**src/rtl/mux_scan_n_if.sv**
```systemverilog
// mux_scan_n bus: channel data, select/mode controls and registered outputs.
// ch_mask exists only when MUX_SCAN_SKIP_EN is defined.
interface mux_scan_n_if #(
  parameter int CHANNELS = 7,
  parameter int WIDTH    = 1,
  parameter int SEL_W    = 3
);
  logic [CHANNELS*WIDTH-1:0] in;
  logic [SEL_W-1:0]          sel;
  logic                      mode;
  logic                      enable;
`ifdef MUX_SCAN_SKIP_EN
  logic [CHANNELS-1:0]       ch_mask;
`endif
  logic [WIDTH-1:0]          out;
  logic                      out_valid;
  logic [SEL_W-1:0]          cur_ch;
  logic                      wrap;

`ifdef MUX_SCAN_SKIP_EN
  modport master (
    output in, sel, mode, enable, ch_mask,
    input  out, out_valid, cur_ch, wrap
  );
  modport slave (
    input  in, sel, mode, enable, ch_mask,
    output out, out_valid, cur_ch, wrap
  );
`else
  modport master (
    output in, sel, mode, enable,
    input  out, out_valid, cur_ch, wrap
  );
  modport slave (
    input  in, sel, mode, enable,
    output out, out_valid, cur_ch, wrap
  );
`endif
endinterface

```
**src/rtl/mux_scan_n.sv**
```systemverilog
// N-channel registered selector with manual select and dwell-timed scan.
// Optional MUX_SCAN_SKIP_EN adds ch_mask to skip channels while scanning.
module mux_scan_n #(
  parameter int CHANNELS = 7,
  parameter int WIDTH    = 1,
  parameter int SEL_W    = 3,
  parameter int DWELL    = 4
) (
  input logic         clk,
  input logic         reset,
  mux_scan_n_if.slave bus
);
  localparam int CNT_W = $clog2(DWELL) + 1;
  localparam logic [CNT_W-1:0] LP_LAST = CNT_W'(DWELL - 1);

  typedef enum logic {S_MANUAL, S_SCAN} state_t;

  state_t           r_state;
  logic [CNT_W-1:0] r_cnt;
  logic [WIDTH-1:0] r_out;
  logic             r_valid;
  logic [SEL_W-1:0] r_ch;
  logic             r_wrap;

  logic             w_any;
  logic [SEL_W-1:0] w_first;
  logic [SEL_W-1:0] w_adv_ch;
  logic             w_adv_wrap;
  logic             w_do_adv;
  logic [SEL_W-1:0] w_scan_ch;
  logic [WIDTH-1:0] w_scan_data;
  logic [WIDTH-1:0] w_man_data;
  logic             w_man_ok;

`ifdef MUX_SCAN_SKIP_EN
  logic             w_hi_found;
  logic [SEL_W-1:0] w_hi_ch;

  // Lowest unmasked channel, and lowest unmasked channel above r_ch.
  always_comb begin
    w_any      = |bus.ch_mask;
    w_first    = '0;
    w_hi_found = 1'b0;
    w_hi_ch    = '0;
    for (int k = CHANNELS - 1; k >= 0; k--) begin
      if (bus.ch_mask[k]) begin
        w_first = SEL_W'(k);
        if (SEL_W'(k) > r_ch) begin
          w_hi_found = 1'b1;
          w_hi_ch    = SEL_W'(k);
        end
      end
    end
    w_adv_ch   = w_hi_found ? w_hi_ch : w_first;
    w_adv_wrap = !w_hi_found;
  end
`else
  localparam logic [SEL_W-1:0] LP_TOP = SEL_W'(CHANNELS - 1);

  // Plain modulo-CHANNELS step through every channel.
  always_comb begin
    w_any      = 1'b1;
    w_first    = '0;
    w_adv_wrap = (r_ch == LP_TOP);
    w_adv_ch   = w_adv_wrap ? '0 : r_ch + 1'b1;
  end
`endif

  // Channel cur_ch will hold after this edge in scan, plus data lookups.
  always_comb begin
    w_do_adv    = bus.enable && (r_cnt == LP_LAST);
    w_scan_ch   = (r_state == S_MANUAL) ? w_first :
                  (w_do_adv ? w_adv_ch : r_ch);
    w_scan_data = '0;
    w_man_data  = '0;
    w_man_ok    = 1'b0;
    for (int k = 0; k < CHANNELS; k++) begin
      if (bus.sel == SEL_W'(k)) begin
        w_man_ok   = 1'b1;
        w_man_data = bus.in[k*WIDTH +: WIDTH];
      end
      if (w_scan_ch == SEL_W'(k))
        w_scan_data = bus.in[k*WIDTH +: WIDTH];
    end
  end

  // Mode FSM with registered out/out_valid/cur_ch/wrap and dwell counter.
  always_ff @(posedge clk) begin
    if (reset) begin
      r_state <= S_MANUAL;
      r_cnt   <= '0;
      r_out   <= '0;
      r_valid <= 1'b0;
      r_ch    <= '0;
      r_wrap  <= 1'b0;
    end else if (!bus.mode) begin
      r_state <= S_MANUAL;
      r_cnt   <= '0;
      r_wrap  <= 1'b0;
      r_ch    <= bus.sel;
      r_valid <= w_man_ok;
      r_out   <= w_man_data;
    end else if (r_state == S_MANUAL) begin
      r_state <= S_SCAN;
      r_cnt   <= '0;
      r_wrap  <= 1'b0;
      r_ch    <= w_first;
      r_valid <= w_any;
      r_out   <= w_any ? w_scan_data : '0;
    end else if (!w_any) begin
      r_out   <= '0;
      r_valid <= 1'b0;
      r_wrap  <= 1'b0;
    end else if (bus.enable) begin
      r_valid <= 1'b1;
      r_out   <= w_scan_data;
      r_ch    <= w_scan_ch;
      if (r_cnt == LP_LAST) begin
        r_cnt  <= '0;
        r_wrap <= w_adv_wrap;
      end else begin
        r_cnt  <= r_cnt + 1'b1;
        r_wrap <= 1'b0;
      end
    end else begin
      r_valid <= 1'b1;
      r_out   <= w_scan_data;
      r_wrap  <= 1'b0;
    end
  end

  assign bus.out       = r_out;
  assign bus.out_valid = r_valid;
  assign bus.cur_ch    = r_ch;
  assign bus.wrap      = r_wrap;

endmodule

```
**src/flat_wrapper.sv**
```systemverilog
// flat-port wrapper written by rule: the top's interface ports become plain ports
module mux_scan_n_flat 
#(
  parameter int CHANNELS = 7,
  parameter int WIDTH    = 1,
  parameter int SEL_W    = 3,
  parameter int DWELL    = 4
)
  (clk, reset, bus_in, bus_sel, bus_mode, bus_enable, bus_out, bus_out_valid, bus_cur_ch, bus_wrap);
  mux_scan_n_if #(.CHANNELS(CHANNELS), .WIDTH(WIDTH), .SEL_W(SEL_W)) bus_i ();
  input logic clk;
  input logic reset;
  input wire logic [$bits(bus_i.in)-1:0] bus_in;
  input wire logic [$bits(bus_i.sel)-1:0] bus_sel;
  input wire logic [$bits(bus_i.mode)-1:0] bus_mode;
  input wire logic [$bits(bus_i.enable)-1:0] bus_enable;
  output wire logic [$bits(bus_i.out)-1:0] bus_out;
  output wire logic [$bits(bus_i.out_valid)-1:0] bus_out_valid;
  output wire logic [$bits(bus_i.cur_ch)-1:0] bus_cur_ch;
  output wire logic [$bits(bus_i.wrap)-1:0] bus_wrap;
  assign bus_i.in = bus_in;
  assign bus_i.sel = bus_sel;
  assign bus_i.mode = bus_mode;
  assign bus_i.enable = bus_enable;
  assign bus_out = bus_i.out;
  assign bus_out_valid = bus_i.out_valid;
  assign bus_cur_ch = bus_i.cur_ch;
  assign bus_wrap = bus_i.wrap;
  mux_scan_n #(.CHANNELS(CHANNELS), .WIDTH(WIDTH), .SEL_W(SEL_W), .DWELL(DWELL)) u_core (.clk(clk), .reset(reset), .bus(bus_i));
endmodule
```
**config.mk**
```make
export PLATFORM = sky130hd
export DESIGN_NAME = mux_scan_n_flat
export DESIGN_NICKNAME = d
export VERILOG_FILES = /design/src/rtl/mux_scan_n_if.sv /design/src/rtl/mux_scan_n.sv /design/src/flat_wrapper.sv
export SDC_FILE = /design/constraint.sdc
export NUM_CORES = 1
export LEC_CHECK = 0
export BUFFER_PORTS_ARGS = -buffer_cell sky130_fd_sc_hd__buf_4
export CORE_AREA = 5 5 42 44
export CTS_BUF_LIST = sky130_fd_sc_hd__clkbuf_4
export CTS_CLUSTER_DIAMETER = 120
export CTS_CLUSTER_SIZE = 14
export DETAILED_ROUTE_END_ITERATION = 16
export DIE_AREA = 0 0 47 49
export GPL_TIMING_DRIVEN = 0
export PLACE_DENSITY = 0.88
export SYNTH_ARGS = -nofsm -noshare
export SYNTH_HDL_FRONTEND = slang
export SYNTH_SLANG_ARGS = --single-unit
```
**constraint.sdc**
```tcl
create_clock -name clk -period 4.75 [get_ports clk]
set_input_delay 0.2375 -clock clk [delete_from_list [all_inputs] [get_ports clk]]
set_output_delay 0.2375 -clock clk [all_outputs]
set_load 0.005 [all_outputs]
```
# Word-level counts from Yosys, hierarchy flattened
# Index checks and enable logic that the tools add are counted.
[word_totals]
register_bits = 10
inputBits = 14
out_inout_bits = 6
word_cells = 63
[op_classes]
n_addsub = 2
eq_ne = 15
mux = 31
n_bitwise = 4
n_reduce_logical = 5
[op_table]
columns = ["cell", "n"]
rows = [
  ["1-bit 2-to-1 mux", 24],
  ["3-bit == test (second input constant)", 7],
  ["3-bit 2-to-1 mux", 7],
  ["3-bit by 2-bit == test with 1-bit output (second input constant)", 5],
  ["3-bit by 1-bit adder with 3-bit output (second input constant)", 2],
  ["3-bit by 1-bit == test with 1-bit output (second input constant)", 2],
  ["3-bit zero test", 2],
  ["5-bit OR reduction", 1],
  ["1-bit NOT", 4],
  ["3-bit != test (second input constant)", 1],
  ["3-bit OR reduction", 1],
  ["1-bit logical AND", 1],
]

# Longest topological paths before layout
[depth]
depth_word = 13
mapped_depth = 7
ltp_nobuf = 6

# Worst setup path before layout
# Ideal clock, no wire load.
[synth_path]
path_kind = "register -> register"
from = "reg u_core.r_cnt[0]"
to = "reg u_core.r_out (netlist: u_core.bus.out)"
setup_ps = 138
t_arrival_ps = 1405
required_time_ps = 4612
path_slack_ps = 3208
path_stages_with_launch = 8
n_path_buf = 1
period_less_slack_ps = 1542
path_cell_list = "dfxtp_1 -> ha_1 -> and3b_1 -> clkbuf_2 -> mux2i_1 -> a211oi_1 -> o311ai_1 -> a41oi_2"
[synth_between]
elab_chain_cells = 13
word_cells_on_any_way = 19
classes_between = "7 x eq/ne; 10 x mux; 2 x reduce/logical"
[synth_lines]
columns = ["element", "line", "source"]
rows = [
  ["start: declaration", "mux_scan_n.sv:19", "logic [CNT_W-1:0] r_cnt;"],
  ["start signal: assignment", "mux_scan_n.sv:122", "r_cnt <= r_cnt + 1'b1;"],
  ["3-bit by 2-bit == test with 1-bit output *", "mux_scan_n.sv:71", "w_do_adv = bus.enable && (r_cnt == LP_LAST);"],
  ["1-bit logical AND *", "mux_scan_n.sv:71", ""],
  ["3-bit 2-to-1 mux *", "mux_scan_n.sv:73", "(w_do_adv ? w_adv_ch : r_ch);"],
  ["3-bit 2-to-1 mux *", "mux_scan_n.sv:72", "w_scan_ch = (r_state == S_MANUAL) ? w_first :"],
  ["3-bit zero test", "mux_scan_n.sv:82", "if (w_scan_ch == SEL_W'(k))"],
  ["1-bit 2-to-1 mux (6 in series)", "mux_scan_n.sv:82", ""],
  ["1-bit 2-to-1 mux *", "mux_scan_n.sv:82", ""],
  ["1-bit 2-to-1 mux *", "mux_scan_n.sv:96", "end else if (!bus.mode) begin"],
  ["end signal: assignment", "mux_scan_n.sv:102", "r_out <= w_man_data;"],
  ["end signal: assignment", "mux_scan_n.sv:109", "r_out <= w_any ? w_scan_data : '0;"],
  ["end signal: assignment", "mux_scan_n.sv:116", "r_out <= w_scan_data;"],
  ["end: declaration", "mux_scan_n.sv:20", "logic [WIDTH-1:0] r_out;"],
]
# Mark *: on every way between the ends. The rest lies on a longest branch, timed or not.
# A chain may end at the register's enable or synchronous reset.

# Worst setup path in the final report
# Ends and elaborated chain as after synthesis.

==> results.cfg <==
[status]
status = completed

[routing]
drc = 0
routed_wl_um = 1590
num_vias = 699
first_iter_violations = 8
via_per_inst = 5.73
routedWlPerCell_um = 13.0
dr.pass1.iters = 4
ant_nets = 0

[global_routing]
grt_pass1_wl_um = 2660
grt_use_met3_pct = 5.54
grt_antenna_before_repair = 0
grt.overflow.total = 0
track_usage_pct = 15.3
grt_max_degree = 11
met1_usage_pct = 18.8
busiest_layer = met2
grt_pass1_vias = 616
grt_use_met2_pct = 25.1

[power_and_ir_drop]
peakVddDrop_uv = 171
p_leak_uw = 0.000349
power_per_cell_area_nw_per_um2 = 209

[synth]
synth_top_flop_cell = dfxtp_1
ys_types = 34
synth_warnings = 0
netlist_instances = 86
syn-num-nets = 101
synth_most_common_cell = dfxtp_1
ys_top_cells_by_count = dfxtp_1 (10), nand2_1 (7), nand2b_1 (7), nor2_1 (7), a21oi_1 (6)
synthArstFlopShare_pct = 0
yosys-top-cells-area = dfxtp_1 (28%), nand2b_1 (6.2%), a21oi_1 (4.3%)
ys_seq_area_share_pct = 28.5
synth_edf_count = 0
synth_top_cell_area_share_pct = 28.5
avgSynthCellArea_um2 = 8.18
synth_top_area_cell = dfxtp_1
synthesis.area_um2 = 703
ys_ff_latch = 10

[die]
core_um2 = 1400
rows = 14
pin_count = 20
initial_core_util_pct = 50.2
dieArea_um2 = 2300
die_height_um = 49
die_x_um = 47

[critical_path]
crit_fanout = 7
crit_family = compound AO/OA/AOI/OAI gates
critPathArrivalTime_ns = 1.95
crit_path_cell_trace = ha_1 > and3b_1 > clkbuf_2 > mux2i_1 > a211oi_1 > o311ai_1 > a41oi_2
setup.worst_path.class = register to register
worst-path-buf-inv = 1
crit_path_end_kind = register
critPathMaxStageDelay_ns = 0.35
cp_slowest_cell = dfxtp_1
critPathLaunchType = register
worstPathRequired_ns = 4.93

[timing]
setup-tns-final_ns = 0
setup_viol = 0
rsz0062_at_grt = no
finalCritPeriodShare_pct = 37.3
slew_violations = 0
finClkSkew_ns = 0.00778
fin_crit_ns = 1.77
finalHoldViolCount = 0
worst_slack_ns = 2.98
max_slew_margin_pct = 78.1
tightest_slew_ns = 0.323
max_freq_mhz = 564

[cts]
clock_sinks = 10
cts_tree = done
holdBufCountCts = 0
cts-resized-gates = 0
cts_setup_buffers = 0
clk_pin_slew_worst_paths_ns = 0.06
htree_num_levels = 1
numCtsBuffers = 3
clk_latency_ns = 0.26
ctsRootBufferMaster = clkbuf_4
clk_path_buf_depth = 2

[place]
io_buffer_count = 17
dpl.hpwl_um = 1310
place.gp.congestion = 0.813
dpl_worst_slack_ns = 3.01

[finish]
multi_input_area_um2 = 453
syn_to_final_growth_pct = 24.2
n_antenna_cell = 0
drive_above_1_share_pct = 25.5
register_area_um2 = 200
nets = 123
fillers = 135

[job]
cap_violations = 0

[worst_hold_path]
worstHoldPathType = input port to register
-- placed cells by master, fill, tap and decap left out, types with 2 or more instances in the layout --
cell type and instances:
o211ai_1 3, o21a_1 4, buf_4 19, nand2b_1 7, nand2_1 7, a21oi_1 6, dfxtp_1 10, a211oi_1 2
clkbuf_4 3, mux2i_1 2, nor2_1 7, nand4b_1 3, nand3b_1 3, o21ai_0 3, nor2b_1 3, nand3_1 5
-- path summary, 6_finish.rpt --
kind                          endpoint  cells after the start            start  slack, ns
setup reg to reg        u_core.bus.out                      7  u_core.r_cnt[0]       2.98
setup / recovery        u_core.bus.out                      7  u_core.r_cnt[0]       2.98
hold reg to reg        u_core.r_cnt[2]                      2  u_core.r_cnt[2]       0.47
hold / removal    u_core.bus.cur_ch[0]                      2            reset       0.18
-- metrics by stage --
| stage | area, um2 | power, uW | hold slack [ns] | util (%) | instances |
|---|---|---|---|---|---|
| 2_1_floorplan | 703 | 112 | 0.307 | - | 86 |
| 3_3_place_gp | 851 | 129 | 0.436 | 60.7 | 119 |
| 3_5_place_dp | 851 | 130 | 0.440 | 60.7 | 119 |
| 4_1_cts | 873 | 184 | 0.169 | 62.3 | 122 |
| 5_1_grt | 873 | 192 | 0.183 | 62.3 | 122 |
| 6_report | 873 | 182 | 0.177 | 62.3 | 122 |
-- sequential cells by signal, summed over array words and instances (netlist names) --
signal,cells
u_core.bus.cur_ch,3
u_core.r_cnt,3
u_core.bus.out,1
u_core.bus.out_valid,1
u_core.bus.wrap,1
u_core.r_state,1
-- final cells by class --
| cell class | instances | share of cell area (%) |
|---|---|---|
| Multi-Input combinational cell | 69 | 51.9 |
| Sequential cell | 10 | 22.9 |
| Timing Repair Buffer | 17 | 14.6 |
| Buffer | 6 | 5.30 |
| Clock buffer | 3 | 2.58 |
| Tap cell | 16 | 2.29 |
| Inverter | 1 | 0.430 |
-- worst register-to-register path, cell delays in order (launching register included) --
cell,delay (ns)
dfxtp_1,0.35
ha_1,0.25
and3b_1,0.18
clkbuf_2,0.17
mux2i_1,0.09
a211oi_1,0.31
o311ai_1,0.16
a41oi_2,0.17
-- metal layers --
metal,up-vias,routed length [um]
met5,-,0
met4,0,6
met3,2,106
met2,19,829
met1,321,644
li1,357,-
-- kinds of logic after synthesis --
| group | count (synthesis) | share of synthesized area, % |
|---|---|---|
| and+or+nand+nor | 41 | 32.7 |
| DFF | 10 | 28.5 |
| adders and majority gates | 1 | 1.78 |
| AOI/OAI and AO/OA | 24 | 23.8 |
| muxes | 3 | 6.05 |
| buffers and inverters | 7 | 7.11 |
-- power by group --
group	internal [uW]	total (uW)	switching (uW)	leakage [uW]
registers	86.9	89.2	2.28	0.0000820
clock network	29.1	54.6	25.6	0.0000138
logic	21.3	38.5	17.1	0.000253
Note: power is estimated with default switching activity, not from simulation.
